**src/rtl/pipe_ctrl_pkg.sv**
```systemverilog
// Shared state encoding and default sizing for the pipeline stall controller.
// Latency/backpressure: n/a (types and constants only).
package pipe_ctrl_pkg;

  typedef enum logic [1:0] {
    RUN       = 2'd0,
    MD_BUSY   = 2'd1,
    MEM_STALL = 2'd2
  } stall_state_t;

  localparam int MD_TIMEOUT_DEF  = 64;
  localparam int MEM_TIMEOUT_DEF = 256;
  localparam int CNT_W_DEF       = 32;

endpackage

```
**src/rtl/stall_timer.sv**
```systemverilog
// Clear/enable up-counter that saturates at LIMIT; tc flags the cycle whose increment reaches LIMIT.
// Latency: count registered, tc combinational from the count; no backpressure.
module stall_timer #(
  parameter int LIMIT = 64,
  localparam int W = $clog2(LIMIT + 1)
) (
  input  logic clk,
  input  logic reset,
  input  logic clr,
  input  logic en,
  output logic tc
);

  logic [W-1:0] cnt;

  // clr with en restarts at 1 so the request cycle itself is counted
  always_ff @(posedge clk) begin
    if (reset) begin
      cnt <= '0;
    end else if (clr) begin
      cnt <= en ? W'(1) : '0;
    end else if (en && cnt != W'(LIMIT)) begin
      cnt <= cnt + W'(1);
    end
  end

  assign tc = (cnt == W'(LIMIT - 1));

endmodule

```
**src/rtl/pipeline_stall_controller.sv**
```systemverilog
// Merges load-use, mul/div, memory-wait and branch requests into per-stage write/bubble/flush controls.
// Latency: controls are combinational (0 cycles); a frozen pipeline stays frozen until its source releases it.
module pipeline_stall_controller
  import pipe_ctrl_pkg::*;
#(
  parameter int MD_TIMEOUT  = MD_TIMEOUT_DEF,
  parameter int MEM_TIMEOUT = MEM_TIMEOUT_DEF,
  parameter int CNT_W       = CNT_W_DEF
) (
  input  logic             clk,
  input  logic             reset,
  input  logic             load_use,
  input  logic             branch_taken,
  input  logic             md_start,
  input  logic             md_done,
  input  logic             mem_wait,
  output logic             pc_write,
  output logic             ifid_write,
  output logic             ifid_flush,
  output logic             idex_write,
  output logic             idex_bubble,
  output logic             exmem_write,
  output logic             memwb_bubble,
  output logic [CNT_W-1:0] stall_cnt,
  output logic [CNT_W-1:0] flush_cnt,
  output logic             err_md,
  output logic             err_mem
);

  stall_state_t state, state_n;
  logic done_pending, done_pending_n;
  logic freeze, flush_inc, err_md_set, err_mem_set;
  logic md_en, mem_en, md_tc, mem_tc;

  stall_timer #(.LIMIT(MD_TIMEOUT)) u_md_timer (
    .clk   (clk),
    .reset (reset),
    .clr   (state != MD_BUSY),
    .en    (md_en),
    .tc    (md_tc)
  );

  stall_timer #(.LIMIT(MEM_TIMEOUT)) u_mem_timer (
    .clk   (clk),
    .reset (reset),
    .clr   (state != MEM_STALL),
    .en    (mem_en),
    .tc    (mem_tc)
  );

  always_comb begin
    state_n        = state;
    done_pending_n = done_pending;
    freeze         = 1'b0;
    flush_inc      = 1'b0;
    err_md_set     = 1'b0;
    err_mem_set    = 1'b0;
    md_en          = 1'b0;
    mem_en         = 1'b0;
    pc_write       = 1'b1;
    ifid_write     = 1'b1;
    ifid_flush     = 1'b0;
    idex_write     = 1'b1;
    idex_bubble    = 1'b0;
    exmem_write    = 1'b1;
    memwb_bubble   = 1'b0;

    if (reset) begin
      pc_write       = 1'b0;
      ifid_write     = 1'b0;
      ifid_flush     = 1'b1;
      idex_write     = 1'b0;
      idex_bubble    = 1'b1;
      exmem_write    = 1'b0;
      memwb_bubble   = 1'b1;
      state_n        = RUN;
      done_pending_n = 1'b0;
    end else if (state == MD_BUSY) begin
      if ((md_done || done_pending) && !mem_wait) begin
        // release cycle: EX/MEM captures the mul/div result
        state_n        = RUN;
        done_pending_n = 1'b0;
      end else begin
        freeze = 1'b1;
        if (md_done || done_pending) begin
          done_pending_n = 1'b1;
        end else begin
          md_en = 1'b1;
          if (md_tc) begin
            err_md_set = 1'b1;
            state_n    = RUN;
          end
        end
      end
    end else if (state == MEM_STALL && mem_wait) begin
      freeze      = 1'b1;
      mem_en      = 1'b1;
      err_mem_set = mem_tc;
    end else begin
      // RUN, or MEM_STALL resolving: the priority chain acts in this same cycle
      state_n = RUN;
      if (mem_wait) begin
        freeze  = 1'b1;
        mem_en  = 1'b1;
        state_n = MEM_STALL;
      end else if (branch_taken) begin
        ifid_flush  = 1'b1;
        idex_bubble = 1'b1;
        flush_inc   = 1'b1;
      end else if (md_start) begin
        freeze  = 1'b1;
        md_en   = 1'b1;
        state_n = MD_BUSY;
      end else if (load_use) begin
        pc_write    = 1'b0;
        ifid_write  = 1'b0;
        idex_bubble = 1'b1;
      end
    end

    if (freeze) begin
      pc_write     = 1'b0;
      ifid_write   = 1'b0;
      idex_write   = 1'b0;
      exmem_write  = 1'b0;
      memwb_bubble = 1'b1;
    end
  end

  always_ff @(posedge clk) begin
    if (reset) begin
      state        <= RUN;
      done_pending <= 1'b0;
      stall_cnt    <= '0;
      flush_cnt    <= '0;
      err_md       <= 1'b0;
      err_mem      <= 1'b0;
    end else begin
      state        <= state_n;
      done_pending <= done_pending_n;
      if (!pc_write) stall_cnt <= stall_cnt + CNT_W'(1);
      if (flush_inc) flush_cnt <= flush_cnt + CNT_W'(1);
      if (err_md_set) err_md <= 1'b1;
      if (err_mem_set) err_mem <= 1'b1;
    end
  end

endmodule

```
**config.mk**
```make
export PLATFORM = sky130hd
export DESIGN_NAME = pipeline_stall_controller
export DESIGN_NICKNAME = d
export VERILOG_FILES = /design/src/rtl/pipe_ctrl_pkg.sv /design/src/rtl/stall_timer.sv /design/src/rtl/pipeline_stall_controller.sv
export SDC_FILE = /design/constraint.sdc
export NUM_CORES = 1
export LEC_CHECK = 0
export CAP_MARGIN = 5
export CORE_ASPECT_RATIO = 0.6
export CORE_UTILIZATION = 56
export DETAILED_ROUTE_END_ITERATION = 10
export GPL_ROUTABILITY_DRIVEN = 0
export PLACE_DENSITY = 0.83
export RECOVER_POWER = 25
export SYNTH_ARGS = -nofsm -noshare
export SYNTH_HDL_FRONTEND = slang
export SYNTH_HIERARCHICAL = 1
export SYNTH_SLANG_ARGS = --single-unit
```
**constraint.sdc**
```tcl
create_clock -name clk -period 5.08 [get_ports clk]
set_clock_uncertainty 0.15 [all_clocks]
set_input_delay 0.762 -clock clk [delete_from_list [all_inputs] [get_ports clk]]
set_output_delay 0.762 -clock clk [all_outputs]
set_load 0.005 [all_outputs]
```
Word level (Yosys, flattened, before mapping)
Index checks and enable logic that the tools add are counted.

word-level totals
  register bits after elaboration = 85
  bits of input ports = 7
  output and inout port bits = 73

operators by class
  $add $sub $neg = 4
  equal/unequal tests = 11
  multiplexer cells = 66
  reduce and logical (&&, ||, !) cells = 11

operators by type and width
  kind                                                                     count
  32-bit by 1-bit adder with 32-bit output, second input constant          2
  1-bit two-way mux                                                        56
  9-bit two-way mux                                                        2
  7-bit two-way mux                                                        2
  2-bit two-way mux                                                        6
  9-bit by 1-bit adder with 9-bit output, second input constant            1
  9-bit by 8-bit == test with 1-bit output, second input constant          1
  9-bit inequality test, second input constant                             1
  7-bit by 1-bit adder with 7-bit output, second input constant            1
  7-bit by 6-bit == test with 1-bit output, second input constant          1
  7-bit inequality test, second input constant                             1
  3-bit by 2-bit inequality test with 1-bit output, second input constant  2
  2-bit nonzero test                                                       3
  1-bit logical AND                                                        4
  2-bit inequality test, second input constant                             2
  3-bit AND reduction                                                      1
  2-bit by 1-bit == test with 1-bit output, second input constant          1
  2-bit == test, second input constant                                     1
  2-bit by 1-bit inequality test with 1-bit output, second input constant  1
  2-bit AND reduction                                                      1
  1-bit logical NOT                                                        1
  1-bit logical OR                                                         1

Longest topological paths before layout
Gate-level depths: netlist (run 1).

  word-level depth = 9
  depth in mapped cells = 11

By module
Netlist (run 1), hierarchy kept.

modules (own cells, without submodules)
  module                      times used  cells an instance  area each (µm²)
  pipeline_stall_controller   1           395                3462.1
  stall_timer at u_mem_timer  1           59                 506.7
  stall_timer at u_md_timer   1           43                 384.1

Worst setup path before layout (run 1)
Ideal clock, no wire load.

  path type = input port to output port
  start point = input mem_wait
  end point = output idex_write
  arrival = 1986 ps
  data required time = 4168 ps
  setup slack = 2182 ps
  cell stages on the path = 6
  cell sequence = clkbuf_1 -> or4_4 -> inv_4 -> buf_8 -> buf_6 -> buf_4

between the ends
  longest elaborated chain between the ends = 6
  elaborated cells on any way between the ends = 9
  classes of those cells = 6 x mux; 3 x reduce/logical

ends and longest elaborated chain
  element              line                             text
  start, declared      pipeline_stall_controller.sv:16  input logic mem_wait,
  1-bit logical NOT    pipeline_stall_controller.sv:79  if ((md_done || done_pending) && !mem_wait) begin
  1-bit logical AND    pipeline_stall_controller.sv:79
  1-bit two-way mux    pipeline_stall_controller.sv:79
  1-bit two-way mux *  pipeline_stall_controller.sv:78  end else if (state == MD_BUSY) begin
  1-bit two-way mux *  pipeline_stall_controller.sv:68  if (reset) begin
  1-bit two-way mux *  -
  end, declared        pipeline_stall_controller.sv:20  output logic idex_write,

Mark *: on every way between the ends. The rest lies on a longest branch, timed or not.

Final worst setup path (run 1)
  start point = input mem_wait
  end point = output pc_write

between the ends
  longest elaborated chain between the ends = 6
  elaborated cells on any way between the ends = 13
  classes of those cells = 10 x mux; 3 x reduce/logical

ends and longest elaborated chain
  element              line                              text
  1-bit logical NOT    pipeline_stall_controller.sv:79
  1-bit logical AND    pipeline_stall_controller.sv:79
  1-bit two-way mux    pipeline_stall_controller.sv:79
  1-bit two-way mux    pipeline_stall_controller.sv:78
  1-bit two-way mux    pipeline_stall_controller.sv:68
  1-bit two-way mux *  pipeline_stall_controller.sv:121  if (freeze) begin
  end, declared        pipeline_stall_controller.sv:17   output logic pc_write,

Marks and branches as above.

==> flow_metrics.py, run 1 <==
metrics = {
    "power": {
        "clock_power_share_pct": 46.4,
        "cellPowerDensity_nw_per_um2": 260.1,
        "seqPwrFrac_pct": 48.4,
        "power_frac_comb_pct": 5.2,
        "internal_power_w": 0.001102,
        "sw_frac_of_total_pct": 21.63,
        "peakVddDrop_mv": 0.2139,
        "switching_power_w": 0.0003042,
        "p_leak_nw": 1.832,
    },
    "worst_setup_path": {
        "arrival_ns": 3.01,
        "start_kind": "primary input",
        "cp.required_ns": 4.17,
        "r2r_slack_ns": 2.40,
        "endpoint_kind": "primary output",
        "crit_buf_inv": 4,
        "path_class": "primary input to primary output",
        "max_stage_delay_ns": 0.66,
        "cp_max_fo": 23,
        "crit_chain": "dlygate4sd3_1, or4_4, inv_4, nand2_2, inv_1, clkdlybuf4s50_1",
        "r2r_cells": 8,
        "regToRegStartpoint": "state[0]",
        "cp_slowest_cell": "dlygate4sd3_1",
        "timing.rr.end": "stall_cnt[26]",
        "crit_family": "buffers and inverters",
    },
    "sta": {
        "max_freq_mhz": 254.8,
        "min_period_ns": 3.925,
        "slew_headroom_pct": 36.58,
        "worst_slack_ns": 1.155,
        "setup_tns_ns": 0,
        "fin_crit_sh_pct": 77.26,
        "slew_viol_final": 0,
        "worstMarginPinSlew_ns": 0.9441,
        "finalSetupViolCount": 0,
        "rsz0062_at_grt": "no",
        "finalHoldViolations": 0,
    },
    "detailed_routing": {
        "avgViaCountPerCell": 5.861,
        "via_count": 3921,
        "routed_wl_mm": 10.70,
        "wl_per_cell_um": 15.99,
        "drtAntennaViolNets": 0,
        "drc": 0,
        "drtIter0Drc": 274,
        "firstDrtPassIters": 5,
    },
    "cts": {
        "ctsRootBufferMaster": "clkbuf_16",
        "cts_hold_buf": 0,
        "clk_pin_slew_ns": 0.06,
        "cts_buffers": 9,
        "clock_latency_ns": 0.34,
        "post_cts_buffers": 0,
        "cts_buffer_depth": 2,
        "cts.sinks": 85,
        "cts_tree": "done",
        "cts-htree-levels": 3,
        "cts_resized": 0,
    },
    "die": {
        "die_w_um": 115.8,
        "rows": 24,
        "fp.dieH_um": 70.29,
        "start_util_pct": 58.93,
        "die_area_um2": 8141,
        "ioPinCount": 80,
        "coreArea_um2": 7387,
    },
    "logic_synthesis": {
        "synth_top_flop_cell": "dfxtp_1",
        "synth_edf_count": 0,
        "synth_cells": 497,
        "yosysUniqueCellTypes": 65,
        "postSynthAreaPerCell_um2": 8.758,
        "synth-seq-area-share_pct": 39.09,
        "netlist_area_um2": 4353,
        "syn_nets": 511,
        "yosysWarnings": 6,
        "ys_ff_latch": 85,
        "async_reset_ff_share_pct": 0,
    },
    "grt": {
        "grt.overflow.total": 0,
        "grt_usage_pct": 27.48,
        "grt_pass1_vias": 3578,
        "grt_max_degree": 86,
        "antenna_found_initial": 0,
        "grt_pass1_wl_mm": 17.51,
    },
    "cells_and_area": {
        "final_area_um2": 5408,
        "num-fill-cells": 582,
        "drive_gt1_share_pct": 7.788,
        "antennaDiodeCount": 0,
        "finish.utilization_pct": 73.20,
        "area_delta_synth_final_pct": 24.23,
        "final_nets": 577,
    },
    "place": {
        "place_hpwl_mm": 7.320,
        "place_area_um2": 5126,
        "numPortBuffers": 79,
        "place_ws_ns": 1.179,
    },
    "run_status": {
        "outcome": "finished, final reports clean",
    },
    "worst_hold_path": {
        "worstHoldStart": "stall_cnt[14]",
        "min_path_type": "flop to flop",
        "whs_path_depth": 2,
        "min_to": "stall_cnt[14]",
    },
    "flow_run": {
        "maxCapViolations": 0,
    },
}
-- how the worst max path moves through the flow --
stage / start / depth (start not counted) / end / slack [ns]
floorplan: mem_wait / 6 / idex_write / 2.18
global placement: branch_taken / 8 / ifid_write / 1.22
detailed placement: branch_taken / 8 / pc_write / 1.18
CTS: branch_taken / 8 / pc_write / 1.16
global route: branch_taken / 8 / ifid_write / 1.06
finish: mem_wait / 6 / pc_write / 1.16
-- sequential cells by signal, summed over array words and instances (netlist names) --
register / count
flush_cnt: 32
stall_cnt: 32
u_mem_timer/cnt: 9
u_md_timer/cnt: 7
state: 2
done_pending: 1
err_md: 1
err_mem: 1
-- worst min-delay path: stages, from the launching register on --
cell and delay, ns:
dfxtp_1 0.33, o31ai_1 0.07, a21oi_1 0.06
-- power groups by stage --
stage          logic (W)  clock network, W  registers (W)
2_1_floorplan  0.0000497                 0       0.000694
3_3_place_gp   0.0000708                 0       0.000695
3_5_place_dp   0.0000735                 0       0.000695
4_1_cts        0.0000736          0.000660       0.000681
5_1_grt        0.0000795          0.000686       0.000681
6_report       0.0000727          0.000653       0.000681
-- final cells by class --
class | instances | area, um^2 | share of cell area (%)
multi-input combinational | 370 | 2429 | 44.91
timing repair buffer | 80 | 793.3 | 14.67
clock buffer | 11 | 252.7 | 4.674
clock inverter | 2 | 35.03 | 0.6478
tap | 104 | 130.1 | 2.406
sequential | 85 | 1702 | 31.47
inverter | 17 | 66.31 | 1.226
-- cell usage in the layout (no fill, tap or decap), drive strengths merged, types with 6 or more instances in the layout --
master and instances:
a2111oi 8, a211oi 9, a21oi 35, and2 6, and3 11, and4 10, clkbuf 11, clkdlybuf4s50 45
dfxtp 85, dlygate4sd3 33, ha 7, inv 17, nand2 37, nand3 29, nand4 20, nor2 57
o21ai 18, or3 18, xnor2 25, xor2 19
-- stage by stage --
step / total power (W) / instances / hold WS (ns)
after CTS: 0.001415 / 669 / 0.3451
final: 0.001407 / 669 / 0.3485
after floorplan: 0.0007434 / 497 / 0.3104
after global routing: 0.001447 / 669 / 0.3560
after global placement: 0.0007657 / 656 / 0.3261
after detailed placement: 0.0007689 / 656 / 0.3239
-- cells in the mapped netlist (all sizes together), types with 2 or more instances --
cell type,number,area [um^2]
o21ai,18,90.08
mux2i,3,30.03
a211oi,9,72.57
nor4b,5,92.59
and3,11,68.82
xnor2,25,219.0
mux2,3,33.78
nor3b,3,22.52
nand2,37,141.4
a31oi,2,12.51
and2,6,40.04
nor4,2,12.51
nand2b,2,12.51
buf,11,96.33
and4,10,87.58
or2,3,18.77
xor2,19,166.4
o41ai,2,17.52
a21oi,35,182.7
or4b,2,20.02
o31ai,4,30.03
nor3,5,25.02
nand4,20,131.4
or4,5,41.29
nor2b,5,33.78
a211o,3,26.28
nor2,57,214.0
ha,7,87.58
a2111oi,8,132.6
nand3b,3,22.52
or3,18,117.6
inv,17,66.31
dfxtp,85,1702
clkbuf,14,53.80
nand3,29,145.1
-- cells by family (layout without fill, tap and decap cells) --
logic type | count (synthesis) | count (layout) | synth area share, %
AND/OR/NAND/NOR | 224 | 224 | 28.86
AO/OA/AOI/OAI | 89 | 89 | 14.75
flip-flops | 85 | 85 | 39.09
XOR/XNOR | 44 | 44 | 8.853
buffers and inverters | 42 | 110 | 4.972
adder cells (fa/ha/maj) | 7 | 7 | 2.012
multiplexers | 6 | 6 | 1.466
-- routing by layer --
layer	track usage, %	wire length [um]	vias up
li1	-	-	1913
met4	9.544	89	0
met2	39.09	4622	140
met3	6.944	776	10
met5	0	0	-
met1	39.82	5209	1858
Power figures use the tool's default switching activity.
==> run 2, diff against run 1 <==
--- a/config.mk
+++ b/config.mk
@@ -7,10 +7,10 @@
 export LEC_CHECK = 0
 export CAP_MARGIN = 5
 export CORE_ASPECT_RATIO = 0.6
-export CORE_UTILIZATION = 56
+export CORE_UTILIZATION = 53
 export DETAILED_ROUTE_END_ITERATION = 10
 export GPL_ROUTABILITY_DRIVEN = 0
-export PLACE_DENSITY = 0.83
+export PLACE_DENSITY = 0.79
 export RECOVER_POWER = 25
 export SYNTH_ARGS = -nofsm -noshare
 export SYNTH_HDL_FRONTEND = slang
==> constraint.sdc (replaced) <==
create_clock -name clk -period 4.1 [get_ports clk]
set_clock_uncertainty 0.15 [all_clocks]
set_input_delay 0.615 -clock clk [delete_from_list [all_inputs] [get_ports clk]]
set_output_delay 0.615 -clock clk [all_outputs]
set_load 0.005 [all_outputs]
==> run 2 against run 1 <==
  * Sequential power rose by 24%
  * Flip-flop and latch count did not move
  * Hold slack got worse by 0.0096 ns
  * Final cell count increased by 1.5%
  * Count of clock-buffer cells in the layout is 1 higher
  * Design area is 0.28% higher
  * Clock power is 17% higher
  * First-iteration DRC count grew 13%
  * Utilization decreased by 4.7 points
  * Sequential share of layout area fell by 0.087 points
  * Non-clock buffer count up 3
  * Critical path type is now flop to primary output
  * Critical endpoint unchanged
  * Largest cell class unchanged
  * Highest routed layer unchanged
==> flow_metrics.py, run 2 (synthesis gave the netlist of run 1 again) <==
metrics = {
    "power": {
        "peakVddDrop_mv": 0.2002,
        "cellPowerDensity_nw_per_um2": 313.3,
        "p_leak_nw": 1.829,
    },
    "worst_hold_path": {
        "min_path_type": "flop to flop",
    },
    "detailed_routing": {
        "drtAntennaViolNets": 0,
        "drc": 0,
        "routed_wl_mm": 10.89,
        "via_count": 3945,
        "avgViaCountPerCell": 5.810,
        "firstDrtPassIters": 5,
        "drtIter0Drc": 309,
        "wl_per_cell_um": 16.04,
    },
    "worst_setup_path": {
        "max_stage_delay_ns": 0.50,
        "crit_family": "simple AND/OR/NAND/NOR gates",
        "cp_slowest_cell": "clkdlybuf4s50_1",
        "path_class": "flop to primary output",
        "cp.required_ns": 3.34,
        "crit_buf_inv": 4,
        "crit_chain": "nor2b_2, inv_2, and2_4, or4_4, inv_4, nand2_2, inv_1, clkdlybuf4s50_1",
        "arrival_ns": 2.87,
        "cp_max_fo": 23,
        "start_kind": "flop",
        "endpoint_kind": "primary output",
    },
    "cts": {
        "post_cts_buffers": 0,
        "cts_buffers": 9,
        "cts_resized": 0,
        "clock_latency_ns": 0.34,
        "cts.sinks": 85,
        "cts_buffer_depth": 2,
        "cts_hold_buf": 0,
        "cts-htree-levels": 3,
        "cts_tree": "done",
        "clk_pin_slew_ns": 0.06,
        "ctsRootBufferMaster": "clkbuf_16",
    },
    "die": {
        "rows": 25,
        "ioPinCount": 80,
        "die_w_um": 119.0,
        "fp.dieH_um": 72.20,
        "die_area_um2": 8591,
        "start_util_pct": 55.00,
        "coreArea_um2": 7914,
    },
    "grt": {
        "grt_max_degree": 86,
        "grt_pass1_vias": 3533,
        "grt_pass1_wl_mm": 17.55,
        "grt_usage_pct": 25.95,
        "antenna_found_initial": 0,
        "grt.overflow.total": 0,
    },
    "sta": {
        "worstMarginPinSlew_ns": 0.8753,
        "setup_tns_ns": 0,
        "max_freq_mhz": 275.0,
        "finalHoldViolations": 0,
        "fin_crit_sh_pct": 88.70,
        "min_period_ns": 3.637,
        "slew_viol_final": 0,
        "worst_slack_ns": 0.4634,
        "slew_headroom_pct": 41.65,
        "finalSetupViolCount": 0,
        "rsz0062_at_grt": "no",
    },
    "run_status": {
        "outcome": "finished, final reports clean",
    },
    "cells_and_area": {
        "layout_common_cells": "dfxtp_1 (85), nor2_1 (57), clkdlybuf4s50_1 (48), nand2_1 (36), a21oi_1 (33)",
        "final_common_cell": "dfxtp_1",
        "antennaDiodeCount": 0,
        "largestRegisters": "flush_cnt (32), stall_cnt (32), u_mem_timer/cnt (9)",
        "finish.utilization_pct": 68.52,
        "area_delta_synth_final_pct": 24.58,
        "drive_gt1_share_pct": 8.406,
        "final_nets": 580,
    },
    "place": {
        "place_ws_ns": 0.5098,
        "place_hpwl_mm": 7.492,
        "numPortBuffers": 79,
    },
    "flow_run": {
        "maxCapViolations": 0,
    },
}
run 2: cell types whose count changed in the layout (fill, tap and decap cells not counted):
cell / change
bufinv_16: -1
buf_4: +2
clkinvlp_4: +1
clkdlybuf4s50_1: +3
clkinv_2: +2
dlygate4sd3_1: -3
clkbuf_1: +2
run 2: layout make-up:
type                            instances  area, um^2
Multi-Input combinational cell        370        2429
Inverter                               17       66.31
Tap cell                              108       135.1
Clock buffer                           12       256.5
Timing Repair Buffer                   83       812.0
Clock inverter                          4       22.52
Sequential cell                        85        1702
Fill cell                             630        2491
run 2: stage by stage:
step	cell area (um^2)	power (W)	std cells	hold WS, ns
5_1_grt	5423	0.001756	679	0.3730
6_report	5423	0.001699	679	0.3389
3_3_place_gp	5154	0.0009506	663	0.3271
2_1_floorplan	4353	0.0009211	497	0.3104
4_1_cts	5433	0.001712	679	0.3487
3_5_place_dp	5154	0.0009526	663	0.3369
run 2: worst reg2reg max path, delay by kind of cell, from the launching register on:
family | cells | cell delay [ns]
buffers and inverters | 2 | 0.42
AO/OA/AOI/OAI | 2 | 0.42
AND/OR/NAND/NOR | 4 | 1.20
flip-flops | 1 | 0.34
run 2: where the power goes:
part | internal [W] | total, W | switching, W
Combinational | 0.0000401 | 0.0000920 | 0.0000519
Sequential | 0.000833 | 0.000843 | 0.00000951
Clock | 0.000440 | 0.000764 | 0.000324
Total | 0.00131 | 0.00170 | 0.000385
run 2: path summary, 6_finish.rpt:
check                startpoint  cells after the start       endpoint  slack (ns)
setup reg to reg       state[0]                      8  stall_cnt[14]        1.40
hold reg to reg   flush_cnt[31]                      2  flush_cnt[31]        0.34
hold / removal    flush_cnt[31]                      2  flush_cnt[31]        0.34
setup / recovery       state[0]                      8       pc_write        0.46
run 2: routing by layer:
metal	vias up	share of wire [%]	GRT usage, %
li1	1922	-	-
met1	1874	48	36.64
met2	130	43	38.44
met3	19	6.9	6.840
met4	0	1.4	8.720
met5	-	0	0
==> run 3, diff against run 2 <==
--- a/config.mk
+++ b/config.mk
@@ -6,12 +6,12 @@
 export NUM_CORES = 1
 export LEC_CHECK = 0
 export CAP_MARGIN = 5
-export CORE_ASPECT_RATIO = 0.6
 export CORE_UTILIZATION = 53
 export DETAILED_ROUTE_END_ITERATION = 10
 export GPL_ROUTABILITY_DRIVEN = 0
 export PLACE_DENSITY = 0.79
 export RECOVER_POWER = 25
+export REMOVE_ABC_BUFFERS = 1
 export SYNTH_ARGS = -nofsm -noshare
 export SYNTH_HDL_FRONTEND = slang
 export SYNTH_HIERARCHICAL = 1
==> run 3 against run 2 <==
  * Wire length fell by 10%
  * Flip-flop and latch count unchanged
  * Setup slack gained 0.024 ns
  * Die area fell by 0.14%
  * Count of clock-buffer cells in the layout down 2
  * Power shrank 3.9%
  * Sequential share of layout area up 0.43 points
  * Utilization decreased by 0.36 points
==> flow_metrics.py, run 3 (synthesis gave the netlist of run 1 again) <==
metrics = {
    "grt": {
        "grt_usage_pct": 23.85,
        "grt_pass1_vias": 3559,
        "grt.overflow.total": 0,
        "antenna_found_initial": 0,
        "grt_max_degree": 86,
        "grt_pass1_wl_mm": 16.53,
    },
    "run_status": {
        "outcome": "finished, final reports clean",
    },
    "worst_setup_path": {
        "start_kind": "primary input",
        "r2r_slack_ns": 1.52,
        "endpoint_kind": "primary output",
        "timing.rr.end": "stall_cnt[15]",
        "cp.required_ns": 3.34,
        "r2r_cells": 8,
        "path_class": "primary input to primary output",
        "arrival_ns": 2.85,
        "cp_max_fo": 23,
        "regToRegStartpoint": "state[0]",
    },
    "detailed_routing": {
        "drtIter0Drc": 180,
        "wl_per_cell_um": 14.52,
        "routed_wl_mm": 9.755,
        "firstDrtPassIters": 5,
        "via_count": 3824,
        "avgViaCountPerCell": 5.690,
        "drtAntennaViolNets": 0,
        "drc": 0,
    },
    "place": {
        "place_hpwl_mm": 6.816,
        "place_ws_ns": 0.5001,
        "numPortBuffers": 79,
    },
    "cts": {
        "ctsRootBufferMaster": "clkbuf_8",
        "clk_pin_slew_ns": 0.08,
        "cts_tree": "done",
        "cts_buffers": 9,
        "cts_hold_buf": 0,
        "cts_buffer_depth": 2,
        "post_cts_buffers": 0,
        "cts_resized": 0,
        "cts.sinks": 85,
        "clock_latency_ns": 0.36,
        "cts-htree-levels": 3,
    },
    "cells_and_area": {
        "antennaDiodeCount": 0,
        "layout_common_cells": "dfxtp_1 (85), nor2_1 (57), clkdlybuf4s50_1 (56), nand2_1 (36), a21oi_1 (33)",
        "area_delta_synth_final_pct": 22.88,
        "final_common_cell": "dfxtp_1",
        "final_nets": 579,
        "largestRegisters": "flush_cnt (32), stall_cnt (32), u_mem_timer/cnt (9)",
        "drive_gt1_share_pct": 7.895,
    },
    "sta": {
        "rsz0062_at_grt": "no",
        "worst_slack_ns": 0.4874,
        "setup_tns_ns": 0,
        "finalHoldViolations": 0,
        "fin_crit_sh_pct": 88.11,
        "finalSetupViolCount": 0,
        "slew_headroom_pct": 43.57,
        "min_period_ns": 3.613,
        "max_freq_mhz": 276.8,
        "slew_viol_final": 0,
        "worstMarginPinSlew_ns": 0.8465,
    },
    "die": {
        "fp.dieH_um": 92.63,
        "start_util_pct": 55.47,
        "rows": 32,
        "die_w_um": 92.63,
        "coreArea_um2": 7848,
        "die_area_um2": 8579,
        "ioPinCount": 80,
    },
    "power": {
        "power_frac_comb_pct": 5.5,
        "switching_power_w": 0.0003576,
        "peakVddDrop_mv": 0.2244,
        "cellPowerDensity_nw_per_um2": 305.4,
        "internal_power_w": 0.001276,
        "clock_power_share_pct": 42.9,
        "sw_frac_of_total_pct": 21.89,
        "finalPower_w": 0.001634,
        "p_leak_nw": 1.761,
        "seqPwrFrac_pct": 51.6,
    },
    "worst_hold_path": {
        "whs_path_depth": 2,
        "min_path_type": "flop to flop",
        "worstHoldStart": "err_md",
        "min_to": "err_md",
    },
    "flow_run": {
        "maxCapViolations": 0,
    },
}
[run 3: cell types whose count changed in the layout (fill, tap and decap cells not counted), sizes merged]
| cell | change |
|---|---|
| clkinv | -1 |
| bufinv | +3 |
| buf | -2 |
| dlygate4sd3 | -8 |
| clkdlybuf4s50 | +8 |
| clkbuf | -1 |
[run 3: layout make-up]
class	count	area [um^2]
clock buffer	10	127.6
clock inverter	6	111.4
fill	672	2499
inverter	17	66.31
multi-input combinational	370	2414
sequential	85	1702
tap	102	127.6
timing repair buffer	82	800.8
[run 3: critical path: stages]
cell and delay (ns):
clkdlybuf4s50_1 0.55, nor2b_1 0.07, and2_4 0.16, or4_4 0.43, inv_4 0.27, nand2_2 0.15, inv_1 0.10, clkdlybuf4s50_1 0.50
[run 3: through the flow]
step / std cells / area [um^2] / hold WS (ns) / util, %
after global placement: 656 / 5139 / 0.3174 / 65.48
after floorplan: 472 / 4203 / 0.3104 / -
after global routing: 672 / 5349 / 0.3545 / 68.16
final: 672 / 5349 / 0.3314 / 68.16
after CTS: 672 / 5378 / 0.3494 / 68.53
after detailed placement: 656 / 5139 / 0.3265 / 65.48
[run 3: how the worst max path moves through the flow]
stage,endpoint,slack [ns],from,depth (start not counted)
finish,pc_write,0.49,branch_taken,8
global route,pc_write,0.36,state[0],8
CTS,pc_write,0.46,state[0],8
detailed placement,pc_write,0.50,branch_taken,8
global placement,pc_write,0.51,branch_taken,8
floorplan,ifid_write,1.54,state[0],7
[run 3: layer usage]
layer / GRT usage, % / share of wire, % / vias to the layer above
li1: - / - / 1920
met1: 30.56 / 46 / 1790
met2: 39.51 / 48 / 100
met3: 5.583 / 4.2 / 14
met4: 7.821 / 1.7 / 0
met5: 0 / 0 / -
[run 3: power by group through the flow]
| stage | logic (W) | clock network (W) | registers [W] |
|---|---|---|---|
| 6_report | 0.0000900 | 0.000701 | 0.000843 |
| 5_1_grt | 0.0000999 | 0.000756 | 0.000844 |
| 4_1_cts | 0.0000924 | 0.000718 | 0.000843 |
| 3_5_place_dp | 0.0000915 | 0 | 0.000862 |
| 3_3_place_gp | 0.0000897 | 0 | 0.000862 |
| 2_1_floorplan | 0.0000435 | 0 | 0.000860 |
